==> src/rtl/log2_table_arbiter_if.sv <==
// Requester-side and log2-unit-side handshake bundle for log2_table_arbiter.
// The arbiter uses the slave view; the surrounding environment uses master.
interface log2_table_arbiter_if #(
    parameter int BITS = 32,
    parameter int N    = 4
);
    logic [N-1:0]      req_valid;
    logic [N*BITS-1:0] req_a;
    logic [N-1:0]      req_ready;
    logic              unit_in_valid;
    logic [BITS-1:0]   unit_a;
    logic              unit_out_valid;
    logic [BITS-1:0]   unit_c;
    logic [N-1:0]      res_valid;
    logic [BITS-1:0]   res_c;

    modport master (
        output req_valid, req_a, unit_out_valid, unit_c,
        input  req_ready, unit_in_valid, unit_a, res_valid, res_c
    );

    modport slave (
        input  req_valid, req_a, unit_out_valid, unit_c,
        output req_ready, unit_in_valid, unit_a, res_valid, res_c
    );
endinterface

==> src/rtl/log2_table_arbiter.sv <==
// Round-robin sharing of one in-order, fixed-latency log2 unit among N requesters;
// a tag FIFO remembers who issued each in-flight operation so its result is routed back.
module log2_table_arbiter #(
    parameter int BITS         = 32,
    parameter int N            = 4,
    parameter int MAX_INFLIGHT = 8
) (
    input  logic                          clk,
    input  logic                          reset,
    log2_table_arbiter_if.slave           bus,
    output logic [$clog2(MAX_INFLIGHT):0] inflight,
    output logic                          err_underflow
);
    localparam int PW = $clog2(N);
    localparam int AW = $clog2(MAX_INFLIGHT);
    localparam int CW = AW + 1;
    localparam logic [CW-1:0] MAX_COUNT = CW'(MAX_INFLIGHT);
    localparam logic [PW:0]   N_COUNT   = (PW+1)'(N);
    localparam logic [PW-1:0] LAST_REQ  = PW'(N - 1);

    logic [PW-1:0]   ptr;
    logic [PW-1:0]   winner;
    logic [PW:0]     scan_sum;
    logic            found;
    logic            can_issue;
    logic            push;
    logic            pop;
    logic [N-1:0]    ready_vec;

    logic [PW-1:0]   tag_mem [MAX_INFLIGHT];
    logic [AW-1:0]   wr_ptr;
    logic [AW-1:0]   rd_ptr;

    logic            in_valid_q;
    logic [BITS-1:0] a_q;
    logic [N-1:0]    res_valid_q;
    logic [BITS-1:0] res_c_q;

    // Scan ptr, ptr+1, ... wrapping at N; the first valid requester wins.
    always_comb begin
        found    = 1'b0;
        winner   = '0;
        scan_sum = '0;
        for (int k = 0; k < N; k++) begin
            scan_sum = {1'b0, ptr} + (PW+1)'(k);
            if (scan_sum >= N_COUNT) begin
                scan_sum = scan_sum - N_COUNT;
            end
            if (!found && bus.req_valid[scan_sum[PW-1:0]]) begin
                found  = 1'b1;
                winner = scan_sum[PW-1:0];
            end
        end
    end

    // A full FIFO may still accept when a pop frees a slot in the same cycle.
    always_comb begin
        can_issue = (inflight < MAX_COUNT) ||
                    ((inflight == MAX_COUNT) && bus.unit_out_valid);
        push      = found && can_issue;
        pop       = bus.unit_out_valid && (inflight != '0);
        ready_vec = '0;
        if (push) begin
            ready_vec[winner] = 1'b1;
        end
    end

    assign bus.req_ready     = ready_vec;
    assign bus.unit_in_valid = in_valid_q;
    assign bus.unit_a        = a_q;
    assign bus.res_valid     = res_valid_q;
    assign bus.res_c         = res_c_q;

    always_ff @(posedge clk) begin
        if (push) begin
            tag_mem[wr_ptr] <= winner;
        end
    end

    always_ff @(posedge clk) begin
        if (reset) begin
            ptr           <= '0;
            wr_ptr        <= '0;
            rd_ptr        <= '0;
            inflight      <= '0;
            in_valid_q    <= 1'b0;
            a_q           <= '0;
            res_valid_q   <= '0;
            res_c_q       <= '0;
            err_underflow <= 1'b0;
        end else begin
            in_valid_q <= push;
            if (push) begin
                a_q    <= bus.req_a[winner*BITS +: BITS];
                wr_ptr <= wr_ptr + 1'b1;
                ptr    <= (winner == LAST_REQ) ? '0 : winner + 1'b1;
            end

            if (pop) begin
                res_valid_q <= N'(1) << tag_mem[rd_ptr];
                res_c_q     <= bus.unit_c;
                rd_ptr      <= rd_ptr + 1'b1;
            end else begin
                res_valid_q <= '0;
            end

            if (bus.unit_out_valid && (inflight == '0)) begin
                err_underflow <= 1'b1;
            end

            case ({push, pop})
                2'b10:   inflight <= inflight + 1'b1;
                2'b01:   inflight <= inflight - 1'b1;
                default: inflight <= inflight;
            endcase
        end
    end
endmodule

==> src/flat_wrapper.sv <==
// flat-port wrapper written by rule: the top's interface ports become plain ports
module log2_table_arbiter_flat 
#(
    parameter int BITS         = 32,
    parameter int N            = 4,
    parameter int MAX_INFLIGHT = 8
)
  (clk, reset, inflight, err_underflow, bus_req_valid, bus_req_a, bus_unit_out_valid, bus_unit_c, bus_req_ready, bus_unit_in_valid, bus_unit_a, bus_res_valid, bus_res_c);
  log2_table_arbiter_if #(.BITS(BITS), .N(N)) bus_i ();
  input  logic clk;
  input  logic reset;
  output logic [$clog2(MAX_INFLIGHT):0] inflight;
  output logic err_underflow;
  input wire logic [$bits(bus_i.req_valid)-1:0] bus_req_valid;
  input wire logic [$bits(bus_i.req_a)-1:0] bus_req_a;
  input wire logic [$bits(bus_i.unit_out_valid)-1:0] bus_unit_out_valid;
  input wire logic [$bits(bus_i.unit_c)-1:0] bus_unit_c;
  output wire logic [$bits(bus_i.req_ready)-1:0] bus_req_ready;
  output wire logic [$bits(bus_i.unit_in_valid)-1:0] bus_unit_in_valid;
  output wire logic [$bits(bus_i.unit_a)-1:0] bus_unit_a;
  output wire logic [$bits(bus_i.res_valid)-1:0] bus_res_valid;
  output wire logic [$bits(bus_i.res_c)-1:0] bus_res_c;
  assign bus_i.req_valid = bus_req_valid;
  assign bus_i.req_a = bus_req_a;
  assign bus_i.unit_out_valid = bus_unit_out_valid;
  assign bus_i.unit_c = bus_unit_c;
  assign bus_req_ready = bus_i.req_ready;
  assign bus_unit_in_valid = bus_i.unit_in_valid;
  assign bus_unit_a = bus_i.unit_a;
  assign bus_res_valid = bus_i.res_valid;
  assign bus_res_c = bus_i.res_c;
  log2_table_arbiter #(.BITS(BITS), .N(N), .MAX_INFLIGHT(MAX_INFLIGHT)) u_core (.clk(clk), .reset(reset), .bus(bus_i), .inflight(inflight), .err_underflow(err_underflow));
endmodule
==> config.mk <==
export PLATFORM = sky130hd
export DESIGN_NAME = log2_table_arbiter_flat
export DESIGN_NICKNAME = d
export VERILOG_FILES = /design/src/rtl/log2_table_arbiter_if.sv /design/src/rtl/log2_table_arbiter.sv /design/src/flat_wrapper.sv
export SDC_FILE = /design/constraint.sdc
export NUM_CORES = 1
export LEC_CHECK = 0
export ABC_AREA = 0
export BUFFER_PORTS_ARGS = -buffer_cell sky130_fd_sc_hd__buf_2
export CAP_MARGIN = 20
export CORE_UTILIZATION = 30
export CTS_BUF_LIST = sky130_fd_sc_hd__clkbuf_16
export DETAILED_ROUTE_END_ITERATION = 8
export PLACE_DENSITY_LB_ADDON = 0.05
export SLEW_MARGIN = 15
export SYNTH_ARGS = -nofsm -noshare
export SYNTH_HDL_FRONTEND = slang
export SYNTH_SLANG_ARGS = --single-unit
==> constraint.sdc <==
create_clock -name clk -period 3.16 [get_ports clk]
set_input_delay 0.158 -clock clk [delete_from_list [all_inputs] [get_ports clk]]
set_output_delay 0.158 -clock clk [all_outputs]
set_load 0.1 [all_outputs]
# Yosys cells after proc, flatten, opt, wreduce, memory -nomap -nowiden
# Memory sizes are Yosys's and may differ from the RTL's. A register that Yosys moved wholly into a read port is not among the register bits.
# Cells that the tools add are included.
# classes
add_sub_neg	12
multipliers	0
div_mod_pow	0
magnitude_cmp	11
n_eq_ne	4
n_shift	2
muxes	29
bitwise_logic	1
n_reduce_logical	16
# op_table
op	count
$shiftx 128x8->32	1
$mux 2	9
$lt 2x3->1 const B	5
$mux 1	11
$ge 3x3->1 const B	3
$bmux 1 s2	4
$logic_and 1x1->1	8
$pmux 4 s2	1
$sub 2x1->2 const B	4
$add 2x2->3 const B	2
$add 3x1->3 const B	2
$mux 3	2
$add 4x1->4 const B	1
$eq 2x2->1 const B	2
$eq 4x4->1 const B	1
$logic_not 4->1	1
$lt 4x4->1 const B	1
$mux 4	1
$reduce_bool 4->1	1
$shl 1x2->4 const A	1
$sub 4x1->4 const B	1
$add 2x1->3 const B	1
$ge 2x3->1 const B	1
$logic_not 1->1	3
8 further kinds	8
# word_totals
regBits	82
latch_bits	0
ram_bits	16
mem_bits_ro	0
in_bits	167
out_inout_bits	78
wordCells	85
mem_count	1
# memory_table
memory	words	word_bits	rd	rd_ports_with_merged_regs	write_ports	line_no	rtl
u_core.tag_mem	8	2	1	1	1	log2_table_arbiter.sv:30	logic [PW-1:0] tag_mem [MAX_INFLIGHT];

# Depth between registers and ports, before layout
# logic_depth
word_depth	19
ltp_mapped	13
mapped_depth_nobuf	10

# Worst setup path after synthesis
# OpenSTA, ideal clock, no wires.
# synth_timing
kind	register -> register
start	reg u_core.inflight[1]
end	reg u_core.inflight[2]
arrival_ns	3.210
t_required_ns	3.090
setup_slack_ns	-0.121
path_stages_with_launch	14
n_path_buf	3
path_cell_list	dfxtp_1 buf_6 nor4_1 nand2b_1 clkbuf_1 inv_2 buf_1 ha_1 xor2_1 ha_1 a21oi_1 xor2_1 or3_1 a21oi_1
# synth_between
elab_cells_between_ends	13
cone_classes	add/sub (2); order compare (1); eq/ne (3); mux (1); reduce/logical (6)
# synth_lines
item	line_no	rtl
from (decl)	log2_table_arbiter.sv:11	output logic [$clog2(MAX_INFLIGHT):0] inflight,
from (signal assigned)	log2_table_arbiter.sv:112	2'b10: inflight <= inflight + 1'b1;
from (signal assigned)	log2_table_arbiter.sv:113	2'b01: inflight <= inflight - 1'b1;
from (signal assigned)	log2_table_arbiter.sv:114	default: inflight <= inflight;
$reduce_bool 4->1 (*)	log2_table_arbiter.sv:61	pop = bus.unit_out_valid && (inflight != '0);
$logic_and 1x1->1 (*)	log2_table_arbiter.sv:61	
named net u_core.pop	log2_table_arbiter.sv:27	logic pop;
$eq 2x1->1 / $eq 2x2->1 (equally long branches)	log2_table_arbiter.sv:111	case ({push, pop})
$pmux 4 s2 / $reduce_bool 2->1 (equally long branches)	n/a	
# Mark *: on every way through the listed nets, which the timed path passes. The rest lies on a longest branch.
# A chain may end at the register's enable or synchronous reset.

# Worst setup path in the final report
# layout_timing
start	reg u_core.inflight[2]
end	reg u_core.inflight[3]
# layout_between
elab_chain_cells	6
elab_cells_between_ends	13
cone_classes	add/sub (2); order compare (1); eq/ne (3); mux (1); reduce/logical (6)
# layout_lines
item
branches (longest 6 deep; another with $lt 4x4->1)
# Several ways; the timed one is not identified.

==> out/summary.txt <==
die height: 128 um
initial core utilization: 31.0%
async set or reset register ratio after synthesis: 0%
core area: 15400 sq um
Critical Path, Cell by Cell: nor4_1, nand2b_1, inv_2, ha_1, nor4bb_1, a21oi_1, o21a_1, o21a_1, o21ba_2
Slew headroom: 57.2%
final setup fails: 0
Worst Setup End Kind: register
most frequent CP cell: o21a_1
largest net degree at the start of global routing: 38
final std cells w/o fill: 908
total grt overflow: 0
unrepaired setup endpoints after global routing: false
Initial DRC Count: 112
post-place instance area: 6130 sq um
Post-CTS Setup Inserts: 0
cell area after synthesis: 4770 sq um
post-synthesis sequential area ratio: 45.7%
row count: 45
EDFF count, synth: 16
GRT busiest layer: met2
post-route cell area: 6430 sq um
FF+latch area: 2190 sq um
final net count: 868
Worst VDD drop: 0.364 mV
gpl congestion: 0.752
Tcrit/Tclk final: 81.9%
max-cap violation count: 0
synth warn: 0
initial antenna violation count: 0
Total Routing Usage GR: 15.8%
fmax: 387 MHz
n_diodes: 0
Pins Over Slew Limit: 0
WL per Instance: 14.4 um
CTS sink count: 101
synthesized area per cell: 10.3 sq um
status: complete, no violations
Inst Count DP: 892
Tot Pwr: 5.98 mW
GR Layer Usage met1: 19.1%
port bufs: 244
ys flop type: dfxtp_1
detailed-route via count: 4170
Worst Path Required: 3.39 ns
Post-Route WL: 13100 um
Reg clk slew, reported paths: 0.07 ns
Synth Instances: 462
first-pass GRT wire length: 20000 um
Clock Skew: 0.00735 ns
CP Launch Type: register
CP Data Arrival Time: 2.82 ns
met3 usage: 3.42%
shortest period the worst path allows: 2.59 ns
synth top area cells: dfxtp_1 (36%), mux2i_1 (14%), edfxtp_1 (10%)
LEAKAGE: 2.93 nW
worst hold margin: 0.0493 ns
area occupied by multi-input gates: 2390 sq um
most frequent cells after synthesis: nand2_1 (105), dfxtp_1 (85), mux2i_1 (69)
post-synth cell types: 39
Horiz. Die Dim: 128 um
post-CTS sizing: 0
final hold vios: 0
syn nets: 638
Num CTS Buffers: 9
Yosys top cell area share: 35.7%
top cell type by total area after synthesis: dfxtp_1
CP max-delay cell: inv_2
hold-fix buffers at CTS: 0
HP Class: in2reg
Final HPWL DP: 9930 um
TritonCTS clock tree: built
H-Tree Depth: 3
Slew @ Worst Pin: 0.641 ns
Routed Antenna Nets: 0
CP delay by family, top: compound AO/OA/AOI/OAI gates
worst path buffer plus inverter count: 1
CP max FO: 37
num ports: 245
number of fill cells: 1581
count leader, synth: nand2_1
met2 usage: 27.7%
Vias/cell: 4.59
worst-case clock buffer depth: 2
layout cells sized above 1: 45.1%
Power Density: 929 nW/um^2
DR pass1 iterations: 4
Clk Latency, worst-skew pair: 0.34 ns
Layout area overhead: 34.8%
root buf cell: clkbuf_16
Die ar.: 16400 sq um
vias in the first global route: 3950
WS Path Type: reg2reg
Post-route DRC: 0
Yosys reg bits: 101
Critical Path Max Stage Delay: 0.47 ns
setup TNS: 0 ns
[logic make-up (layout without fill, tap and decap cells)]
family	after synthesis	after routing	synth area share, %
buffers and inverters	37	272	4.30
AND/OR/NAND/NOR	150	150	13.9
AO/OA/AOI/OAI	85	85	16.0
adder cells (fa/ha/maj)	9	9	2.36
flip-flops	101	101	45.7
multiplexers	74	74	16.6
XOR/XNOR	6	6	1.10
[cell type report]
cell class | count | area share (%)
Multi-Input combinational cell | 324 | 37.1
Sequential cell | 101 | 34.0
Timing Repair Buffer | 251 | 19.8
Tap cell | 211 | 4.11
Clock buffer | 9 | 3.50
Clock inverter | 7 | 1.17
Inverter | 5 | 0.292
[layout by cell type (no fill, tap or decap), drive strengths merged, types with 2 or more instances in the layout]
cell    instances
edfxtp         16
mux4            4
nand2b          3
dfxtp          85
o221ai         32
nor3            3
o21ai           6
ha              9
o21a            2
clkinv          3
buf           251
clkbuf          9
or3             2
and2            4
a21oi          41
xor2            5
mux2i          69
nor3b           4
nor4            2
inv             8
nor2           19
nand2         106
nor4bb          2
nor2b           4
[per-stage QoR]
step	utilization, %	setup WS [ns]
2_1_floorplan	-	0.00599
3_3_place_gp	39.9	0.612
3_5_place_dp	39.9	0.562
4_1_cts	41.8	0.550
5_1_grt	41.8	0.335
6_report	41.8	0.573
[per-layer routing]
layer	share of wire [%]	vias to the layer above
met5	0	-
met4	1.5	0
met3	6.3	13
met2	50	169
met1	42	1878
li1	-	2110
[worst paths after layout]
kind                                          start  slack [ns]                   end  depth (start not counted)
worst max-delay path             u_core.inflight[2]        0.57    u_core.inflight[3]                          9
worst min-delay path                 bus_unit_c[14]        0.05  u_core.bus.res_c[14]                          3
worst max register to register   u_core.inflight[2]        0.57    u_core.inflight[3]                          9
worst min register to register  u_core.bus.res_c[9]        0.45   u_core.bus.res_c[9]                          2
[registers in the layout, indices dropped and copies added (netlist names), named ones only]
signal / flops
u_core.err_underflow: 1
u_core.rd_ptr: 3
u_core.bus.res_valid: 4
u_core.bus.unit_a: 32
u_core.tag_mem: 16
u_core.bus.unit_in_valid: 1
u_core.inflight: 4
u_core.ptr: 2
u_core.wr_ptr: 3
u_core.bus.res_c: 32
[worst reg2reg max path, delay by kind of cell, from the launching register on]
family                   cells  cell delay [ns]
AND/OR/NAND/NOR              3             0.57
flip-flops                   1             0.45
buffers and inverters        1             0.47
AO/OA/AOI/OAI                4             0.63
adder cells (fa/ha/maj)      1             0.37
[power breakdown]
group	internal (mW)	total [mW]	switching (mW)	leakage, nW
Sequential	1.59	1.76	0.166	0.849
Clock	0.619	1.11	0.491	0.152
Combinational	0.692	3.11	2.42	1.93
Total	2.90	5.98	3.08	2.93
No activity file was read; power rests on OpenSTA's default activity.
